<file path="src/rtl/scan_seq_if.sv">
`default_nettype none
// ============================================================================
//  Module      : scan_seq_if
//  Description : Pad-side test inputs and scan-control outputs of the scan
//                test sequencer, bundled with master (pad/test side) and
//                slave (sequencer) views.
//  Revision    : 1.0 - initial release
// ============================================================================
interface scan_seq_if #(
    parameter int CNT_W = 8
);
    logic             tst_in;
    logic             sdi;
    logic             start;
    logic [CNT_W-1:0] pat_num;
    logic             test_mode;
    logic             scan_en;
    logic             cap_en;
    logic             busy;
    logic             done;
    logic [9:0]       shift_cnt;
    logic [CNT_W-1:0] pat_cnt;

    modport master (
        output tst_in, sdi, start, pat_num,
        input  test_mode, scan_en, cap_en, busy, done, shift_cnt, pat_cnt
    );

    modport slave (
        input  tst_in, sdi, start, pat_num,
        output test_mode, scan_en, cap_en, busy, done, shift_cnt, pat_cnt
    );
endinterface
`default_nettype wire

</file>
<file path="src/rtl/scan_seq_ctrl.sv">
`default_nettype none
// ============================================================================
//  Module      : scan_seq_ctrl
//  Description : Scan test sequencer. Unlocks test mode with a serial key on
//                sdi while tst_in is high, then runs pat_num shift/capture
//                pairs followed by a final unload shift.
//  Revision    : 1.0 - initial release
// ============================================================================
module scan_seq_ctrl #(
    parameter int         CHAIN_LEN = 64,
    parameter int         CAP_CYC   = 1,
    parameter logic [7:0] KEY       = 8'hA5,
    parameter int         CNT_W     = 8
) (
    input  wire logic     clk,
    input  wire logic     rst,
    scan_seq_if.slave     bus
);

    typedef enum logic [2:0] {
        S_IDLE  = 3'd0,
        S_KEY   = 3'd1,
        S_LOCK  = 3'd2,
        S_ARMED = 3'd3,
        S_SHIFT = 3'd4,
        S_CAPT  = 3'd5
    } state_t;

    localparam logic [9:0] c_shift_last = 10'(CHAIN_LEN - 1);
    localparam logic [1:0] c_cap_last   = 2'(CAP_CYC - 1);

    state_t           r_state;
    state_t           w_state_nxt;
    logic [6:0]       r_key;
    logic [2:0]       r_bit_cnt;
    logic [9:0]       r_shift_cnt;
    logic [1:0]       r_cap_cnt;
    logic [CNT_W-1:0] r_pat_lat;
    logic [CNT_W-1:0] r_pat_cnt;
    logic             r_test_mode;
    logic             r_scan_en;
    logic             r_cap_en;
    logic             r_busy;
    logic             r_done;

    logic             w_done_nxt;
    logic             w_accept;
    logic [7:0]       w_key_full;
    logic             w_shift_end;
    logic             w_capt_end;

    // Key byte including the bit arriving this cycle (MSB first)
    assign w_key_full  = {r_key, bus.sdi};
    assign w_shift_end = (r_shift_cnt == c_shift_last);
    assign w_capt_end  = (r_cap_cnt == c_cap_last);

    // State register
    always_ff @(posedge clk) begin
        if (rst) begin
            r_state <= S_IDLE;
        end else begin
            r_state <= w_state_nxt;
        end
    end

    // Next-state decode; tst_in low outranks start and phase ends
    always_comb begin
        w_state_nxt = r_state;
        w_done_nxt  = 1'b0;
        w_accept    = 1'b0;
        case (r_state)
            S_IDLE: begin
                if (bus.tst_in) w_state_nxt = S_KEY;
            end
            S_KEY: begin
                if (!bus.tst_in)
                    w_state_nxt = S_IDLE;
                else if (r_bit_cnt == 3'd7)
                    w_state_nxt = (w_key_full == KEY) ? S_ARMED : S_LOCK;
            end
            S_LOCK: begin
                if (!bus.tst_in) w_state_nxt = S_IDLE;
            end
            S_ARMED: begin
                if (!bus.tst_in) begin
                    w_state_nxt = S_IDLE;
                end else if (bus.start) begin
                    if (bus.pat_num != '0) begin
                        w_state_nxt = S_SHIFT;
                        w_accept    = 1'b1;
                    end else begin
                        w_done_nxt  = 1'b1;
                    end
                end
            end
            S_SHIFT: begin
                if (!bus.tst_in) begin
                    w_state_nxt = S_IDLE;
                end else if (w_shift_end) begin
                    if (r_pat_cnt < r_pat_lat) begin
                        w_state_nxt = S_CAPT;
                    end else begin
                        // final unload finished
                        w_state_nxt = S_ARMED;
                        w_done_nxt  = 1'b1;
                    end
                end
            end
            S_CAPT: begin
                if (!bus.tst_in)
                    w_state_nxt = S_IDLE;
                else if (w_capt_end)
                    w_state_nxt = S_SHIFT;
            end
            default: w_state_nxt = S_IDLE;
        endcase
    end

    // Key shift register and bit counter; both cleared outside KEY
    always_ff @(posedge clk) begin
        if (rst) begin
            r_key     <= '0;
            r_bit_cnt <= '0;
        end else if (r_state == S_KEY) begin
            r_key     <= w_key_full[6:0];
            r_bit_cnt <= r_bit_cnt + 3'd1;
        end else begin
            r_key     <= '0;
            r_bit_cnt <= '0;
        end
    end

    // Phase counters restart on every entry into their phase
    always_ff @(posedge clk) begin
        if (rst) begin
            r_shift_cnt <= '0;
            r_cap_cnt   <= '0;
        end else begin
            if (r_state == S_SHIFT && w_state_nxt == S_SHIFT)
                r_shift_cnt <= r_shift_cnt + 10'd1;
            else
                r_shift_cnt <= '0;
            if (r_state == S_CAPT && w_state_nxt == S_CAPT)
                r_cap_cnt <= r_cap_cnt + 2'd1;
            else
                r_cap_cnt <= '0;
        end
    end

    // Pattern count latch and completed-capture counter
    always_ff @(posedge clk) begin
        if (rst) begin
            r_pat_lat <= '0;
            r_pat_cnt <= '0;
        end else begin
            if (w_accept)
                r_pat_lat <= bus.pat_num;
            if (w_state_nxt == S_IDLE)
                r_pat_cnt <= '0;
            else if (w_accept)
                r_pat_cnt <= '0;
            else if (r_state == S_CAPT && w_state_nxt == S_SHIFT)
                r_pat_cnt <= r_pat_cnt + 1'b1;
        end
    end

    // Registered state-decoded outputs, computed from the next state
    always_ff @(posedge clk) begin
        if (rst) begin
            r_test_mode <= 1'b0;
            r_scan_en   <= 1'b0;
            r_cap_en    <= 1'b0;
            r_busy      <= 1'b0;
            r_done      <= 1'b0;
        end else begin
            r_test_mode <= (w_state_nxt == S_ARMED) || (w_state_nxt == S_SHIFT) ||
                           (w_state_nxt == S_CAPT);
            r_scan_en   <= (w_state_nxt == S_SHIFT);
            r_cap_en    <= (w_state_nxt == S_CAPT);
            r_busy      <= (w_state_nxt == S_SHIFT) || (w_state_nxt == S_CAPT);
            r_done      <= w_done_nxt;
        end
    end

    assign bus.test_mode = r_test_mode;
    assign bus.scan_en   = r_scan_en;
    assign bus.cap_en    = r_cap_en;
    assign bus.busy      = r_busy;
    assign bus.done      = r_done;
    assign bus.shift_cnt = r_shift_cnt;
    assign bus.pat_cnt   = r_pat_cnt;

endmodule
`default_nettype wire

</file>
<file path="src/flat_wrapper.sv">
// flat-port wrapper written by rule: the top's interface ports become plain ports
module scan_seq_ctrl_flat 
#(
    parameter int         CHAIN_LEN = 64,
    parameter int         CAP_CYC   = 1,
    parameter logic [7:0] KEY       = 8'hA5,
    parameter int         CNT_W     = 8
)
  (clk, rst, bus_tst_in, bus_sdi, bus_start, bus_pat_num, bus_test_mode, bus_scan_en, bus_cap_en, bus_busy, bus_done, bus_shift_cnt, bus_pat_cnt);
  scan_seq_if #(.CNT_W(CNT_W)) bus_i ();
  input  wire logic clk;
  input  wire logic rst;
  input wire logic [$bits(bus_i.tst_in)-1:0] bus_tst_in;
  input wire logic [$bits(bus_i.sdi)-1:0] bus_sdi;
  input wire logic [$bits(bus_i.start)-1:0] bus_start;
  input wire logic [$bits(bus_i.pat_num)-1:0] bus_pat_num;
  output wire logic [$bits(bus_i.test_mode)-1:0] bus_test_mode;
  output wire logic [$bits(bus_i.scan_en)-1:0] bus_scan_en;
  output wire logic [$bits(bus_i.cap_en)-1:0] bus_cap_en;
  output wire logic [$bits(bus_i.busy)-1:0] bus_busy;
  output wire logic [$bits(bus_i.done)-1:0] bus_done;
  output wire logic [$bits(bus_i.shift_cnt)-1:0] bus_shift_cnt;
  output wire logic [$bits(bus_i.pat_cnt)-1:0] bus_pat_cnt;
  assign bus_i.tst_in = bus_tst_in;
  assign bus_i.sdi = bus_sdi;
  assign bus_i.start = bus_start;
  assign bus_i.pat_num = bus_pat_num;
  assign bus_test_mode = bus_i.test_mode;
  assign bus_scan_en = bus_i.scan_en;
  assign bus_cap_en = bus_i.cap_en;
  assign bus_busy = bus_i.busy;
  assign bus_done = bus_i.done;
  assign bus_shift_cnt = bus_i.shift_cnt;
  assign bus_pat_cnt = bus_i.pat_cnt;
  scan_seq_ctrl #(.CHAIN_LEN(CHAIN_LEN), .CAP_CYC(CAP_CYC), .KEY(KEY), .CNT_W(CNT_W)) u_core (.clk(clk), .rst(rst), .bus(bus_i));
endmodule
</file>
<file path="config.mk">
export PLATFORM = sky130hd
export DESIGN_NAME = scan_seq_ctrl_flat
export DESIGN_NICKNAME = d
export VERILOG_FILES = /design/src/rtl/scan_seq_if.sv /design/src/rtl/scan_seq_ctrl.sv /design/src/flat_wrapper.sv
export SDC_FILE = /design/constraint.sdc
export NUM_CORES = 1
export LEC_CHECK = 0
export CELL_PAD_IN_SITES_DETAIL_PLACEMENT = 2
export CELL_PAD_IN_SITES_GLOBAL_PLACEMENT = 2
export CORE_ASPECT_RATIO = 2
export CORE_MARGIN = 8
export CORE_UTILIZATION = 29
export DETAILED_ROUTE_END_ITERATION = 10
export GPL_TIMING_DRIVEN = 1
export HOLD_SLACK_MARGIN = 0.02
export PLACE_DENSITY_LB_ADDON = 0.05
export SYNTH_ARGS = -nofsm -noshare
export SYNTH_HDL_FRONTEND = slang
export SYNTH_SLANG_ARGS = --single-unit
</file>
<file path="constraint.sdc">
create_clock -name clk -period 2.09 [get_ports clk]
set_input_delay 0.3135 -clock clk [delete_from_list [all_inputs] [get_ports clk]]
set_output_delay 0.3135 -clock clk [all_outputs]
set_load 0.05 [all_outputs]
</file>
==> summary.txt, run 1 <==
Power and ir drop
  • Peak VDD IR: 0.5427 mV
  • Pleak: 1.131 nW
  • Power Density: 644.0 nW/um^2

Synth
  • Top cells by count, synth: dfxtp_1 (46), nor2_1 (22), inv_1 (13)
  • Post-synth EDFFs: 0
  • Netlist cell types: 41
  • Synthesized area: 2022 um^2
  • Post-synthesis mux area share: 3.960%
  • Post-Synth Simple-Gate Area: 25.37%
  • Mapped Nets: 236
  • Most common cell in the netlist: dfxtp_1
  • Main area contributors after synthesis: dfxtp_1 (46%), ha_1 (7.4%), nor2_1 (4.1%)
  • Yosys warnings: 0
  • Synth area leader: dfxtp_1
  • Largest family of logic cells by synthesized area: simple AND/OR/NAND/NOR gates
  • Synth Area in XOR/XNOR: 6.498%
  • Sequential share of the synthesized area: 45.54%
  • Compound-cell area share of the yosys netlist: 7.611%
  • Synth top area share: 45.54%
  • Post-synthesis adder-cell area fraction: 7.426%
  • Syn Inst Count: 211
  • Ys async rst share: 0%
  • Yosys reg bits: 46
  • Synth Flop Type: dfxtp_1
  • Syn_area_per_cell: 9.583 um^2

Critical path
  • Worst stage delay on the critical path: 500 ps
  • Worst path slowest cell: or4_4
  • CP cell instances: or4_4 > or4_4 > a2111o_1 > and3_4 > nor4b_4
  • Worst setup EP type: flip-flop
  • CP Class: flip-flop to flip-flop
  • Worst Path Arrival: 2380 ps
  • CP Launch Type: flip-flop
  • Most Frequent Cell on Critical Path: or4_4
  • Worst Path Max Fanout: 2
  • Req. time, crit path: 2290 ps

Timing
  • Final hold slack: 420.9 ps
  • Fin crit period: 2179 ps
  • Fmax achieved: 0.4590 GHz
  • Clock skew: 4.867 ps
  • Final period util: 104.2%
  • Final Hold Violating Endpoints: 0
  • Final setup margin: -88.71 ps
  • Final setup violation count: 4
  • RSZ-0062 raised after global routing: yes
  • Tightest Pin Transition: 512.2 ps
  • Fin. max-slew vios: 0
  • Slew margin rel.: 65.75%

Cells and area
  • Register area: 939.7 um^2
  • Layout Cells excl Fill: 362
  • Final core utilization: 41.71%
  • Final nets: 296
  • Filler Cells Inserted: 781
  • Footprint of the multi-input gates: 1052 um^2
  • Area Overhead vs Synth: 40.97%
  • N_diodes: 0
  • Layout cells sized above 1: 17.28%

Routing
  • Post-DRT Antenna Nets: 0
  • Routed via count: 1708
  • Residual DRC: 0
  • Routed length per instance: 15.93 um
  • 1st-iter DRT viols: 34
  • DR vias/cell: 4.718
  • Initial DRT Pass Iterations: 2
  • Final wirelength: 5768 um

Outcome
  • Failing checks: negative setup slack
  • Outcome: finished, violations left

Floorplan
  • Initial Util: 29.59%
  • Width of the die: 75.05 um
  • IO Count: 36
  • Cell row count: 43
  • Core box area: 6833 um^2
  • Die ar.: 10060 um^2
  • Die Height: 134.1 um

CTS
  • CTS root buf: clkbuf_16
  • Hold_buf cts: 0
  • TritonCTS clock tree: yes
  • Post-CTS Repair Setup Buffers: 0
  • Clock slew at reported path FFs: 60 ps
  • Clock Path Buffers: 2
  • Total clock sinks: 46
  • H-Tree Depth: 2
  • Insertion delay to the later sink of the worst-skew pair: 280 ps
  • Cts bufs inserted: 5

Global routing
  • Vias in the first global route: 1993
  • Total grt overflow: 0
  • Initial antenna violation count: 0
  • Largest net degree at the start of global routing: 15
  • First-pass GRT wire length: 9901 um
  • Gr usage total: 12.63%

Place
  • Pre-CTS setup slack: -296.5 ps
  • Number of port buffers: 35
  • Gp weighted congestion: 0.7537
  • Final HPWL DP: 4442 um
  • Inst Count DP: 354

Run
  • # Max-Cap Violations: 0

Worst hold path
  • Hold Path Class: flip-flop to flip-flop
logic make-up after synthesis:
family / after synthesis
flip-flops: 46
XOR/XNOR: 15
AND/OR/NAND/NOR: 89
buffers and inverters: 19
adder cells (fa/ha/maj): 12
multiplexers: 8
AO/OA/AOI/OAI: 22
cell usage in the layout, fill, tap and decap left out, types with 2 or more instances in the layout:
| cell type | n |
|---|---|
| or4_4 | 2 |
| nand2_1 | 8 |
| nor2b_1 | 2 |
| nor2_1 | 22 |
| a2111o_1 | 2 |
| and4b_1 | 2 |
| nor4_1 | 2 |
| buf_4 | 24 |
| o21ai_0 | 2 |
| nor3_1 | 11 |
| or4_1 | 2 |
| nand3_1 | 3 |
| and2_1 | 11 |
| mux2i_1 | 8 |
| ha_1 | 12 |
| xor2_1 | 6 |
| or3_1 | 3 |
| nand2b_1 | 5 |
| nor4bb_1 | 2 |
| a21oi_1 | 8 |
| dfxtp_2 | 6 |
| clkbuf_16 | 5 |
| nor3b_1 | 2 |
| dfxtp_4 | 3 |
| xnor2_1 | 9 |
| inv_1 | 13 |
| clkdlybuf4s50_1 | 35 |
| dfxtp_1 | 37 |
| nand4_1 | 4 |
| and3_1 | 2 |
registers in the layout, summed over array words and instances, names as in the netlist:
signal,count
u_core.r_state,3
u_core.bus.scan_en,1
u_core.bus.pat_cnt,8
u_core.r_cap_cnt,2
u_core.bus.shift_cnt,10
u_core.bus.done,1
u_core.r_pat_lat,8
u_core.bus.cap_en,1
u_core.bus.busy,1
u_core.r_key,7
u_core.bus.test_mode,1
u_core.r_bit_cnt,3
cell type report:
cell class | count | share of cell area, %
flip-flops and latches | 46 | 32.97
clock buffers | 6 | 4.522
repair buffers | 59 | 18.61
well taps | 90 | 3.951
clock inverters | 2 | 1.317
multi-input cells | 146 | 36.92
inverters | 13 | 1.712
critical path: cells and delay by family, from the launching register on:
| family | cells | cell delay (ps) |
|---|---|---|
| simple gates | 4 | 1360 |
| flops | 1 | 340 |
| compound gates | 1 | 400 |
layer usage:
metal	share of wire, %	vias up	track usage, %	wire, um
met3	2.9	6	2.767	169
met5	0	-	0	0
met4	1.6	0	4.615	90
li1	-	852	-	-
met2	53	22	21.81	3044
met1	43	828	14.25	2465
power breakdown:
| group | total [W] | switching [W] | leakage (nW) | internal, W |
|---|---|---|---|---|
| Clock | 0.000885 | 0.000321 | 0.0771 | 0.000564 |
| Combinational | 0.0000736 | 0.0000326 | 0.678 | 0.0000410 |
| Sequential | 0.000877 | 0.00000129 | 0.376 | 0.000876 |
| Total | 0.00184 | 0.000355 | 1.13 | 0.00148 |
stage by stage:
stage	setup TNS (ps)	cell area, um^2	total power, W
after floorplan	-436.3	2039	0.0009169
after global placement	-2445	2659	0.0009659
after detailed placement	-3477	2659	0.0009674
after CTS	-239.8	2834	0.001872
after global routing	-601.1	2850	0.001910
final	-165.8	2850	0.001836
worst paths after layout:
check	from	endpoint	slack [ps]	cells past startpoint
setup / recovery	u_core.bus.shift_cnt[6]	u_core.r_cap_cnt[1]	-90	5
hold / removal	u_core.r_cap_cnt[0]	u_core.r_cap_cnt[0]	420	1
setup reg to reg	u_core.bus.shift_cnt[6]	u_core.r_cap_cnt[1]	-90	5
hold reg to reg	u_core.r_cap_cnt[0]	u_core.r_cap_cnt[0]	420	1
repair_timing:
| action | in CTS | in global routing |
|---|---|---|
| resized for setup | 3 | 4 |
| pin swaps | 0 | 1 |
| endpoints found under the setup margin | 4 | 10 |
Note: power is estimated with default switching activity, not from simulation.
==> inputs of run 2 (changes only) <==
--- a/config.mk
+++ b/config.mk
@@ -9,11 +9,12 @@
 export CELL_PAD_IN_SITES_GLOBAL_PLACEMENT = 2
 export CORE_ASPECT_RATIO = 2
 export CORE_MARGIN = 8
-export CORE_UTILIZATION = 29
+export CORE_UTILIZATION = 32
 export DETAILED_ROUTE_END_ITERATION = 10
 export GPL_TIMING_DRIVEN = 1
 export HOLD_SLACK_MARGIN = 0.02
 export PLACE_DENSITY_LB_ADDON = 0.05
+export SKIP_LAST_GASP = 1
 export SYNTH_ARGS = -nofsm -noshare
 export SYNTH_HDL_FRONTEND = slang
 export SYNTH_SLANG_ARGS = --single-unit
==> constraint.sdc (replaced) <==
create_clock -name clk -period 2.2 [get_ports clk]
set_input_delay 0.33 -clock clk [delete_from_list [all_inputs] [get_ports clk]]
set_output_delay 0.33 -clock clk [all_outputs]
set_load 0.05 [all_outputs]
==> run 2 against run 1 <==
Net effect:
- the flow now finishes without violations
- register-to-register slack gained 100 ps
- via count grew 1.8%
- non-clock buffer count shrank 3
- clock skew shrank 0.80 ps
- first-iteration DRC count shrank 35%
- setup slack gained 100 ps
- global-route usage grew 0.41 points
- maximum frequency shrank 0.37%
- die area shrank 7.9%
- clock-buffer cell count shrank 1
- worst hold slack gained 2.6 ps
- flip-flop and latch count is the same
- critical endpoint unchanged
- highest routed layer unchanged
==> summary.txt, run 2 (synthesized netlist as in run 1, its figures left out) <==
CTS
  • Cts bufs inserted: 5
  • Total clock sinks: 46
  • H-Tree Depth: 2
  • Post-CTS Repair Setup Buffers: 0
  • TritonCTS clock tree: yes
  • Clock slew at reported path FFs: 60 ps
  • CTS root buf: clkbuf_16
  • Clock Path Buffers: 2
  • Insertion delay to the later sink of the worst-skew pair: 290 ps
  • Hold_buf cts: 0

Timing
  • Final period util: 99.40%
  • Final setup violation count: 0
  • Fin. max-slew vios: 0
  • Final Hold Violating Endpoints: 0
  • Clock skew: 4.065 ps
  • Tightest Pin Transition: 524.2 ps
  • Final hold slack: 423.5 ps
  • Fin crit period: 2187 ps
  • Slew margin rel.: 64.94%
  • RSZ-0062 raised after global routing: yes
  • Fmax achieved: 0.4573 GHz

Global routing
  • First-pass GRT wire length: 9404 um
  • Gr usage total: 13.04%
  • Initial antenna violation count: 0
  • Vias in the first global route: 1932
  • Total grt overflow: 0
  • Largest net degree at the start of global routing: 16

Cells and area
  • Layout cells sized above 1: 15.61%
  • Final nets: 293
  • Largest register FFs: 10
  • Footprint of the multi-input gates: 1042 um^2
  • Layout Cells excl Fill: 355
  • Commonest non-fill, non-tap cells in the layout: dfxtp_1 (39), clkdlybuf4s50_1 (35), nor2_1 (22)
  • Most common cell after layout, fill and taps aside: dfxtp_1
  • Register area: 937.1 um^2
  • Post-route cell area: 2790 um^2
  • Filler Cells Inserted: 684
  • Final core utilization: 44.95%
  • N_diodes: 0
  • Area Overhead vs Synth: 38.00%

Worst hold path
  • Hold depth: 1
  • Hold Path Class: flip-flop to flip-flop
  • Hold path start: u_core.r_cap_cnt[0]
  • Hold Path End: u_core.r_cap_cnt[0]

Critical path
  • Worst Path Max Fanout: 2
  • Cell family with the largest share of critical-path delay: simple AND/OR/NAND/NOR gates
  • Worst r2r path cells: 5
  • R2r setup slk: 10 ps
  • Worst path slowest cell: or4_1
  • Worst Path Arrival: 2390 ps
  • Crit path buffers/inverters: 0
  • Req. time, crit path: 2410 ps
  • Reg2reg end: u_core.r_cap_cnt[1]
  • Reg2reg start: u_core.bus.shift_cnt[6]
  • Worst stage delay on the critical path: 490 ps
  • CP Launch Type: flip-flop
  • Worst setup EP type: flip-flop
  • CP Class: flip-flop to flip-flop
  • CP cell instances: or4_1 > or4_4 > a2111o_1 > and3_4 > nor4b_4

Power and ir drop
  • PnR Total Power: 0.001645 W
  • Peak VDD IR: 0.3883 mV
  • Power Density: 589.5 nW/um^2
  • Pleak: 1.104 nW

Routing
  • Post-DRT Antenna Nets: 0
  • DR vias/cell: 4.896
  • Residual DRC: 0
  • 1st-iter DRT viols: 22
  • Routed via count: 1738
  • Initial DRT Pass Iterations: 4
  • Routed length per instance: 15.63 um
  • Final wirelength: 5549 um

Floorplan
  • IO Count: 36
  • Initial Util: 32.57%
  • Die Height: 128.4 um
  • Core box area: 6207 um^2
  • Width of the die: 72.21 um
  • Cell row count: 41
  • Die ar.: 9272 um^2

Place
  • Placed cell area: 2630 um^2
  • Final HPWL DP: 4269 um
  • Inst Count DP: 347
  • Gp weighted congestion: 0.7575
  • Number of port buffers: 35

Outcome
  • Outcome: finished clean

Run
  • # Max-Cap Violations: 0
run 2: changes by cell type in the layout (fill, tap and decap cells not counted), sizes merged:
| cell | previous run | this run |
|---|---|---|
| clkinv | 0 | 2 |
| buf | 24 | 21 |
| clkbuf | 6 | 5 |
| bufinv | 1 | 0 |
run 2: what timing repair did:
action / 4_1_cts / 5_1_grt
setup endpoints to repair: 1 / 12
pin swaps: 0 / 1
resized for setup: 1 / 2
run 2: worst register-to-register path: cells and delay by family (launching register included):
family / cells / cell delay, ps
compound gates: 1 / 400
flops: 1 / 340
simple gates: 4 / 1360
run 2: stage by stage:
stage	TNS, ps	worst slack, ps
after floorplan	-66.20	-66.20
after global placement	-1203	-104.0
after detailed placement	-2600	-205.4
after CTS	-35.37	-35.37
after global routing	-85.19	-70.14
final	0	13.09
run 2: where the power goes:
part / switching, W / internal, W / leakage (nW)
sequential: 0.00000131 / 0.000831 / 0.375
clock: 0.000326 / 0.000421 / 0.0698
combinational: 0.0000290 / 0.0000371 / 0.659
total: 0.000356 / 0.00129 / 1.10
run 2: final cells by class:
type                       instances  share of cell area, %
tap                               86                  3.856
inverter                          13                  1.749
clock inverter                     3                 0.7623
clock buffer                       5                  4.484
multi-input combinational        146                  37.35
timing repair buffer              56                  18.21
sequential                        46                  33.59
run 2: worst max path at each step:
| stage | start | end | slack [ps] | depth (start not counted) |
|---|---|---|---|---|
| after floorplan | u_core.bus.shift_cnt[6] | u_core.r_cap_cnt[1] | -70 | 6 |
| after global placement | bus_pat_num[3] | u_core.bus.test_mode | -100 | 6 |
| after detailed placement | bus_pat_num[3] | u_core.bus.test_mode | -210 | 6 |
| after CTS | u_core.bus.shift_cnt[6] | u_core.r_cap_cnt[1] | -40 | 5 |
| after global routing | u_core.bus.shift_cnt[6] | u_core.r_cap_cnt[1] | -70 | 5 |
| final | u_core.bus.shift_cnt[6] | u_core.r_cap_cnt[1] | 10 | 5 |
run 2: metal layers:
layer	vias up	track usage, %	wire length [um]
met5	-	0	0
met4	0	6.909	128
met3	11	3.585	282
met2	38	21.88	2821
met1	837	14.38	2316
li1	852	-	-
